$ cat config.mk
export PLATFORM = sky130hd
export DESIGN_NAME = fwd_hazard_unit
export DESIGN_NICKNAME = d
export VERILOG_FILES = /design/src/rtl/fwd_hazard_unit.sv
export SDC_FILE = /design/constraint.sdc
export NUM_CORES = 1
export LEC_CHECK = 0
export CORE_ASPECT_RATIO = 1.4
export CORE_MARGIN = 1.5
export CORE_UTILIZATION = 40
export DETAILED_ROUTE_END_ITERATION = 8
export PLACE_DENSITY_LB_ADDON = 0.3
export SYNTH_ARGS = -nofsm -noshare
export SYNTH_HDL_FRONTEND = slang
export SYNTH_SLANG_ARGS = --single-unit
$ cat constraint.sdc
create_clock -name clk -period 2.99 [get_ports clk]
set_input_delay 0.598 -clock clk [delete_from_list [all_inputs] [get_ports clk]]
set_output_delay 0.598 -clock clk [all_outputs]
set_load 0.02 [all_outputs]
$ cat src/rtl/fwd_hazard_unit.sv
// Forwarding and load-use hazard unit for the pipelined MIPS core.
// Compares ID source registers against EX/MEM destinations, produces
// registered per-operand forwarding selects for the EX stage, raises a
// one-cycle stall plus EX bubble on load-use, and keeps saturating
// performance counters for stalls and forwarding cycles.
module fwd_hazard_unit #(
  parameter int AW      = 5,
  parameter int NUM_SRC = 2,
  parameter int CNT_W   = 16
) (
  input  logic                   clk,
  input  logic                   rst_n,
  input  logic                   id_valid,
  input  logic [NUM_SRC*AW-1:0]  id_src,
  input  logic [NUM_SRC-1:0]     id_src_used,
  input  logic                   ex_valid,
  input  logic [AW-1:0]          ex_rd,
  input  logic                   ex_regwrite,
  input  logic                   ex_memread,
  input  logic [AW-1:0]          mem_rd,
  input  logic                   mem_regwrite,
  input  logic                   cnt_clr,
  output logic                   stall,
  output logic                   flush_ex,
  output logic [2*NUM_SRC-1:0]   fwd_sel,
  output logic [CNT_W-1:0]       stall_cnt,
  output logic [CNT_W-1:0]       fwd_cnt
);

  typedef enum logic [0:0] {
    ST_RUN    = 1'b0,
    ST_BUBBLE = 1'b1
  } state_t;

  localparam logic [1:0] SEL_RF  = 2'b00;
  localparam logic [1:0] SEL_EX  = 2'b10;
  localparam logic [1:0] SEL_MEM = 2'b01;

  // Saturating increment: holds at all-ones instead of wrapping.
  function automatic logic [CNT_W-1:0] sat_inc(input logic [CNT_W-1:0] v);
    return (&v) ? v : v + CNT_W'(1);
  endfunction

  // Per-operand select encoding; EX/MEM result wins over MEM/WB because it
  // is the younger producer of the same register.
  function automatic logic [1:0] sel_enc(input logic live,
                                         input logic ex_hit,
                                         input logic mem_hit,
                                         input logic stall_now);
    logic [1:0] sel;
    sel = SEL_RF;
    if (stall_now || !live) sel = SEL_RF;
    else if (ex_hit)        sel = SEL_EX;
    else if (mem_hit)       sel = SEL_MEM;
    return sel;
  endfunction

  state_t               r_state;
  state_t               w_state_nxt;
  logic                 w_stall_fsm;
  logic                 w_stall;
  logic                 w_hazard;
  logic [AW-1:0]        w_src      [NUM_SRC];
  logic [NUM_SRC-1:0]   w_live;
  logic [NUM_SRC-1:0]   w_ex_hit;
  logic [NUM_SRC-1:0]   w_mem_hit;
  logic [NUM_SRC-1:0]   w_load_use;
  logic [2*NUM_SRC-1:0] w_fwd_nxt;
  logic                 w_fwd_any;
  logic [2*NUM_SRC-1:0] r_fwd_sel_p1;
  logic [CNT_W-1:0]     r_stall_cnt;
  logic [CNT_W-1:0]     r_fwd_cnt;

  // Register $0 is hard-wired to zero, so it never creates a dependency on
  // either side of the comparison.
  for (genvar g = 0; g < NUM_SRC; g++) begin : g_op
    assign w_src[g]      = id_src[g*AW +: AW];
    assign w_live[g]     = id_valid & id_src_used[g] & (w_src[g] != '0);
    assign w_ex_hit[g]   = ex_valid & ex_regwrite & (ex_rd != '0) &
                           (ex_rd == w_src[g]);
    assign w_mem_hit[g]  = mem_regwrite & (mem_rd != '0) & (mem_rd == w_src[g]);
    assign w_load_use[g] = w_live[g] & w_ex_hit[g] & ex_memread;
    assign w_fwd_nxt[2*g +: 2] = sel_enc(w_live[g], w_ex_hit[g], w_mem_hit[g],
                                         w_stall);
  end

  assign w_hazard  = |w_load_use;
  assign w_fwd_any = |w_fwd_nxt;

  // Stall is suppressed while reset is asserted so the pipeline is not held.
  assign w_stall   = w_stall_fsm & rst_n;
  assign stall     = w_stall;
  assign flush_ex  = w_stall;
  assign fwd_sel   = r_fwd_sel_p1;
  assign stall_cnt = r_stall_cnt;
  assign fwd_cnt   = r_fwd_cnt;

  // FSM state register; BUBBLE lasts exactly one cycle after a stall.
  always_ff @(posedge clk) begin
    if (!rst_n) r_state <= ST_RUN;
    else        r_state <= w_state_nxt;
  end

  // Next-state and stall decode; BUBBLE blocks back-to-back stalls.
  always_comb begin
    w_state_nxt = r_state;
    w_stall_fsm = 1'b0;
    case (r_state)
      ST_RUN: begin
        w_stall_fsm = w_hazard;
        if (w_hazard) w_state_nxt = ST_BUBBLE;
      end
      ST_BUBBLE: begin
        w_stall_fsm = 1'b0;
        w_state_nxt = ST_RUN;
      end
      default: begin
        w_stall_fsm = 1'b0;
        w_state_nxt = ST_RUN;
      end
    endcase
  end

  // ID -> EX boundary: selects computed in ID are held for the EX cycle.
  always_ff @(posedge clk) begin
    if (!rst_n) r_fwd_sel_p1 <= '0;
    else        r_fwd_sel_p1 <= w_fwd_nxt;
  end

  // Performance counters; clear beats increment, both saturate.
  always_ff @(posedge clk) begin
    if (!rst_n || cnt_clr) begin
      r_stall_cnt <= '0;
      r_fwd_cnt   <= '0;
    end else begin
      if (w_stall)   r_stall_cnt <= sat_inc(r_stall_cnt);
      if (w_fwd_any) r_fwd_cnt   <= sat_inc(r_fwd_cnt);
    end
  end

endmodule

==> results of run 1 <==
[flip-flops by register name, indices dropped and copies added (netlist names)]
signal / count
fwd_cnt: 16
stall_cnt: 16
r_state: 1
fwd_sel: 4
[cell families after synthesis]
kind of cell	count (synthesis)
buffers and inverters	18
AO/OA/AOI/OAI	32
adder cells (fa/ha/maj)	2
flip-flops	37
AND/OR/NAND/NOR	129
XOR/XNOR	35
multiplexers	6
[repair_timing]
action | CTS | global route
cloned | 0 | 0
setup buffers | 1 | 0
pin swaps | 5 | 5
resized for setup | 20 | 13
setup endpoints to repair | 12 | 13
[metal layers]
layer | global-route usage | up-vias | share of wire
li1 | - | 1120 | -
met4 | 0.0754 | 0 | 0.025
met3 | 0.0390 | 12 | 0.039
met1 | 0.226 | 1071 | 0.43
met5 | 0 | - | 0
met2 | 0.364 | 63 | 0.51
[tightest hold or removal path, stage by stage (launching register included)]
cell and delay, ns:
dfxtp_1 0.33, nand2_1 0.06, mux2i_1 0.05
[area by class of cell]
cell class                      instances  area share
Tap cell                               66      0.0256
Clock inverter                          1     0.00930
Timing Repair Buffer                   97       0.275
Clock buffer                            7      0.0267
Inverter                                6     0.00775
Sequential cell                        37       0.229
Multi-Input combinational cell        204       0.427
[power breakdown]
group	leakage (uW)	switching [uW]	internal [uW]
combinational	0.000888	59.4	73.1
sequential	0.000298	0.182	493
clock	0.0000585	172	272
total	0.00124	232	838
[stage by stage]
step	std cells	hold slack, ns	util	power [uW]	cell area, sq um
3_3_place_gp	409	0.479	0.592	630	3050
3_5_place_dp	409	0.488	0.592	632	3050
2_1_floorplan	259	0.552	-	552	2130
5_1_grt	418	0.540	0.626	1110	3230
6_report	418	0.490	0.626	1070	3230
4_1_cts	418	0.499	0.616	1080	3180
[placed cells by master, fill, tap and decap left out, types with 8 or more instances in the layout]
| cell type | n |
|---|---|
| dlygate4sd2_1 | 8 |
| nor4_1 | 8 |
| xnor2_1 | 35 |
| nor3_1 | 9 |
| nand3_1 | 15 |
| buf_4 | 29 |
| dfxtp_1 | 37 |
| nand2_1 | 27 |
| clkdlybuf4s50_1 | 53 |
| nor2_1 | 24 |
| and3_1 | 10 |
[worst paths after layout]
| kind | start | to | depth (start not counted) |
|---|---|---|---|
| setup reg to reg | stall_cnt[6] | stall_cnt[10] | 7 |
| setup / recovery | ex_rd[1] | fwd_cnt[13] | 10 |
| hold reg to reg | fwd_cnt[9] | fwd_cnt[9] | 2 |
| hold / removal | fwd_cnt[9] | fwd_cnt[9] | 2 |
==> impl_results.md, run 1 <==
* Mapped Area at 2130 sq um
* Synth Area in XOR/XNOR at 0.144
* Kind of critical path: in -> reg
* Worst Path Buf+Inv at 3
* Worst Path Required at 3.19 ns
* Hold_buf cts at 0
* Slew Limit Fails at 0
* Syn Nets at 291
* Post-Route WL at 5720 um
* Core ar. at 5160 sq um
* Worst Path Arrival at 3.13 ns
* Ys async rst share at 0
* Longest Clk Path Bufs at 2
* F_max at 341 MHz
* Final hold violations at 0
* Residual DRC at 0
* IO Pins at 68
* Synth cell types at 38
* Detailed-route via count at 2266
* Top-count cell post-synth: dfxtp_1
* HPWL Detailed at 4300 um
* Setup ws final at 0.0583 ns
* Die area at 5790 sq um
* First-pass detailed-route iteration total at 4
* Fillers at 470
* Worst vdd ir at 0.000245 V
* First-pass GRT wire length at 9170 um
* Critical-path maximum fanout at 7
* Fin crit share at 0.981
* Initial antenna violation count at 0
* Multiplexer area fraction after synthesis at 0.0282
* Syn_area_per_cell at 8.24 sq um
* Global route total overflow at 0
* Vias in the first global route at 2066
* Post-synth top area share at 0.347
* # diodes at 0
* Worst Max-Slew Pin Slew at 0.802 ns
* Relative slew slack at 0.461
* R2r setup slk at 0.71 ns
* H-tree depth at 2
* Multi-input combinational cell area at 1380 sq um
* Setup crit end kind: register
* Pre-CTS setup slack at -0.506 ns
* Adder-cell share of the synthesized area at 0.0117
* Most common flop cell mapped by yosys: dfxtp_1
* Vias/cell at 5.42
* Layout cells sized above 1 at 0.145
* Cell count after synthesis at 259
* Max-cap violation count at 0
* Period minus WS final at 2.93 ns
* Area Growth Syn to Fin at 51.4%
* WL/cell at 13.7 um
* Global placer's final weighted congestion at 0.853
* Root Buffer: clkbuf_8
* Ys Warns at 0
* Unrepaired setup endpoints after global routing: false
* Pwr dens at 331 nW/um^2
* CTS Buf Count at 5
* Clock Pin Slew Worst Setup and Hold Paths at 0.07 ns
* Nets at 383
* Finish-stage setup viols at 0
* I/O Buffers at 67
* Commonest cells post-synth: dfxtp_1, xnor2_1, nand2_1
* P_leak at 0.00124 uW
* Initial core utilization at 0.414
* Hold Crit Class: reg -> reg
* EDFF count, synth at 0
* Placement row count at 31
* CTS sink cnt at 37
* Final antenna-violating net count at 0
* Clock skew at 0.00583 ns
* Sequential area share after synthesis at 0.347
* Post-synthesis compound-gate area fraction at 0.118
* Worst skew pair latency at 0.28 ns
* Crit-path slowest cell: or4_4
* Largest family of logic cells by synthesized area: simple AND/OR/NAND/NOR gates
* Simple-Gate Fraction of Synth Area at 0.316
* Register area at 741 sq um
* Synth Register Bits at 37
* Die Y-Extent at 89.4 um
* Crit path max-delay family: simple AND/OR/NAND/NOR gates
* TritonCTS clock tree: done
* All-layer global routing usage at 0.198
* Initial detailed-routing violation count at 119
* Max incr delay on CP at 0.56 ns
* Status: finished, final reports clean
* Startpoint types: primary input
* Setup TNS at 0 ns
* Leading post-synthesis cells by cell area: dfxtp_1, xnor2_1, nand2_1
* Dominant cell type by area after synthesis: dfxtp_1
* Largest net degree at the start of global routing at 19
* Crit path cell chain: dlygate4sd2_1, or4_4, o211ai_4, buf_4, or3_1, a211oi_1, buf_4, a21o_4, or4_4, mux2i_1
* Die X at 64.7 um
Power figures use the tool's default switching activity.
==> run 2, diff against run 1 <==
ABC_AREA = 0   (was not set)
==> results of run 2 <==
No change in the layout: final DEF, timing and power equal those of run 1.
==> run 3, diff against run 2 <==
==> constraint.sdc (replaced) <==
create_clock -name clk -period 2.99 [get_ports clk]
set_input_delay 0.299 -clock clk [delete_from_list [all_inputs] [get_ports clk]]
set_output_delay 0.299 -clock clk [all_outputs]
set_load 0.02 [all_outputs]
==> run 3 against run 2 <==
Net effect:
- final cell count down 3.6%
- power decreased by 8.8%
- clock-buffer cell count decreased by 1
- critical path depth fell by 3
- register-to-register slack improved by 0.03 ns
- cell area shrank 4.5%
- largest cell class unchanged
==> impl_results.md, run 3 (synthesis gave the netlist of run 1 again) <==
* Hold_ws at 0.495 ns
* Most common cell after layout, fill and taps aside: clkdlybuf4s50_1
* Nets at 369
* F_max at 342 MHz
* Slew Limit Fails at 0
* CTS sink cnt at 37
* Kind of critical path: in -> out
* WL/cell at 14.2 um
* Longest Clk Path Bufs at 2
* Worst skew pair latency at 0.29 ns
* Sequential power share at 0.505
* Initial core utilization at 0.414
* Global placer's final weighted congestion at 0.852
* Fillers at 468
* Multi-input combinational cell area at 1360 sq um
* Die X at 64.7 um
* Initial antenna violation count at 0
* Root Buffer: clkbuf_8
* Core ar. at 5160 sq um
* Final hold violations at 0
* Max-cap violation count at 0
* Top Metal Used: met4
* Setup crit end kind: output pin
* Detailed-route via count at 2172
* H-tree depth at 2
* Hold Crit Class: reg -> reg
* Post-Route WL at 5710 um
* Startpoint types: primary input
* R2r setup slk at 0.74 ns
* Pre-CTS setup slack at -0.172 ns
* Worst Path Arrival at 2.62 ns
* I/O Buffers at 67
* Relative slew slack at 0.554
* Logic pwr share at 0.133
* Clock skew at 0.00660 ns
* Die Y-Extent at 89.4 um
* HPWL Detailed at 4280 um
* Residual DRC at 0
* Clock network power share at 0.362
* Largest net degree at the start of global routing at 23
* Final antenna-violating net count at 0
* Worst vdd ir at 0.000252 V
* Global route total overflow at 0
* Setup ws final at 0.0682 ns
* Area Growth Syn to Fin at 44.6%
* First-pass GRT wire length at 8950 um
* Worst Max-Slew Pin Slew at 0.663 ns
* Vias/cell at 5.39
* Routed met2 length at 2970 um
* Placed Area at 2940 sq um
* Placement row count at 31
* IO Pins at 68
* Die area at 5790 sq um
* Metal1 wirelength at 2300 um
* Vias in the first global route at 2079
* Layout cells sized above 1 at 0.0890
* Critical-path maximum fanout at 6
* Sw Share at 0.235
* All-layer global routing usage at 0.196
* Period minus WS final at 2.92 ns
* CTS Buf Count at 5
* Hold_buf cts at 0
* Clock Pin Slew Worst Setup and Hold Paths at 0.07 ns
* First-pass detailed-route iteration total at 6
* Fin crit share at 0.977
* Finish-stage setup viols at 0
* Pwr dens at 316 nW/um^2
* Switch Pwr at 229 uW
* Worst Path Required at 2.69 ns
* Register area at 741 sq um
* Initial detailed-routing violation count at 137
* TritonCTS clock tree: done
* Commonest non-fill, non-tap cells in the layout: clkdlybuf4s50_1, dfxtp_1, xnor2_1
* Fin area at 3090 sq um
* # diodes at 0
* P_leak at 0.00111 uW
* Status: finished, final reports clean
* Met3 Wirelength at 226 um
* Pint at 747 uW
==> run 3: changes by cell type in the layout (fill, tap and decap cells not counted), sizes merged, moves of 3 or more <==
cell and delta:
buf -16, clkdlybuf4s50 +14, dlygate4sd2 -8, dlymetal6s2s -3
==> run 3: path summary, 6_finish.rpt <==
path,endpoint,from,cells after the start
max,stall,ex_rd[1],7
min reg2reg,fwd_cnt[9],fwd_cnt[9],2
max reg2reg,stall_cnt[10],stall_cnt[6],7
min,fwd_cnt[9],fwd_cnt[9],2
==> run 3: layer usage <==
layer | GRT usage | vias to the layer above
met5 | 0 | -
met4 | 0.110 | 0
met3 | 0.0466 | 18
met2 | 0.363 | 68
met1 | 0.203 | 998
li1 | - | 1088
==> run 3: layout make-up <==
class / count / area share
Clock buffer: 6 / 0.0268
Sequential cell: 37 / 0.240
Clock inverter: 1 / 0.00243
Inverter: 6 / 0.00811
Multi-Input combinational cell: 204 / 0.440
Tap cell: 66 / 0.0268
Timing Repair Buffer: 83 / 0.256
==> run 3: worst max-delay path, cell delays in order <==
cell	delay, ns
clkdlybuf4s50_1	0.46
or4_1	0.58
o211ai_4	0.29
nor4_4	0.10
o2111ai_4	0.24
inv_4	0.08
clkdlybuf4s50_1	0.57
==> run 3: per-stage QoR <==
stage | util | TNS (ns) | cells | power, uW
6_report | 0.598 | 0 | 403 | 975
3_5_place_dp | 0.570 | -0.685 | 394 | 624
5_1_grt | 0.598 | -0.0185 | 403 | 1010
2_1_floorplan | - | 0 | 259 | 552
3_3_place_gp | 0.570 | -0.0967 | 394 | 622
4_1_cts | 0.590 | 0 | 401 | 976
==> run 3: what timing repair did <==
action,in CTS,in global routing
pin swaps,0,2
resized for setup,2,3
setup endpoints to repair,2,2
setup buffers,0,2
==> run 3: power groups by stage <==
stage	logic (uW)	registers, uW	clock network [uW]
finish	129	493	353
global route	137	493	384
CTS	121	493	362
detailed placement	119	504	0
global placement	117	504	0
floorplan	47.7	504	0
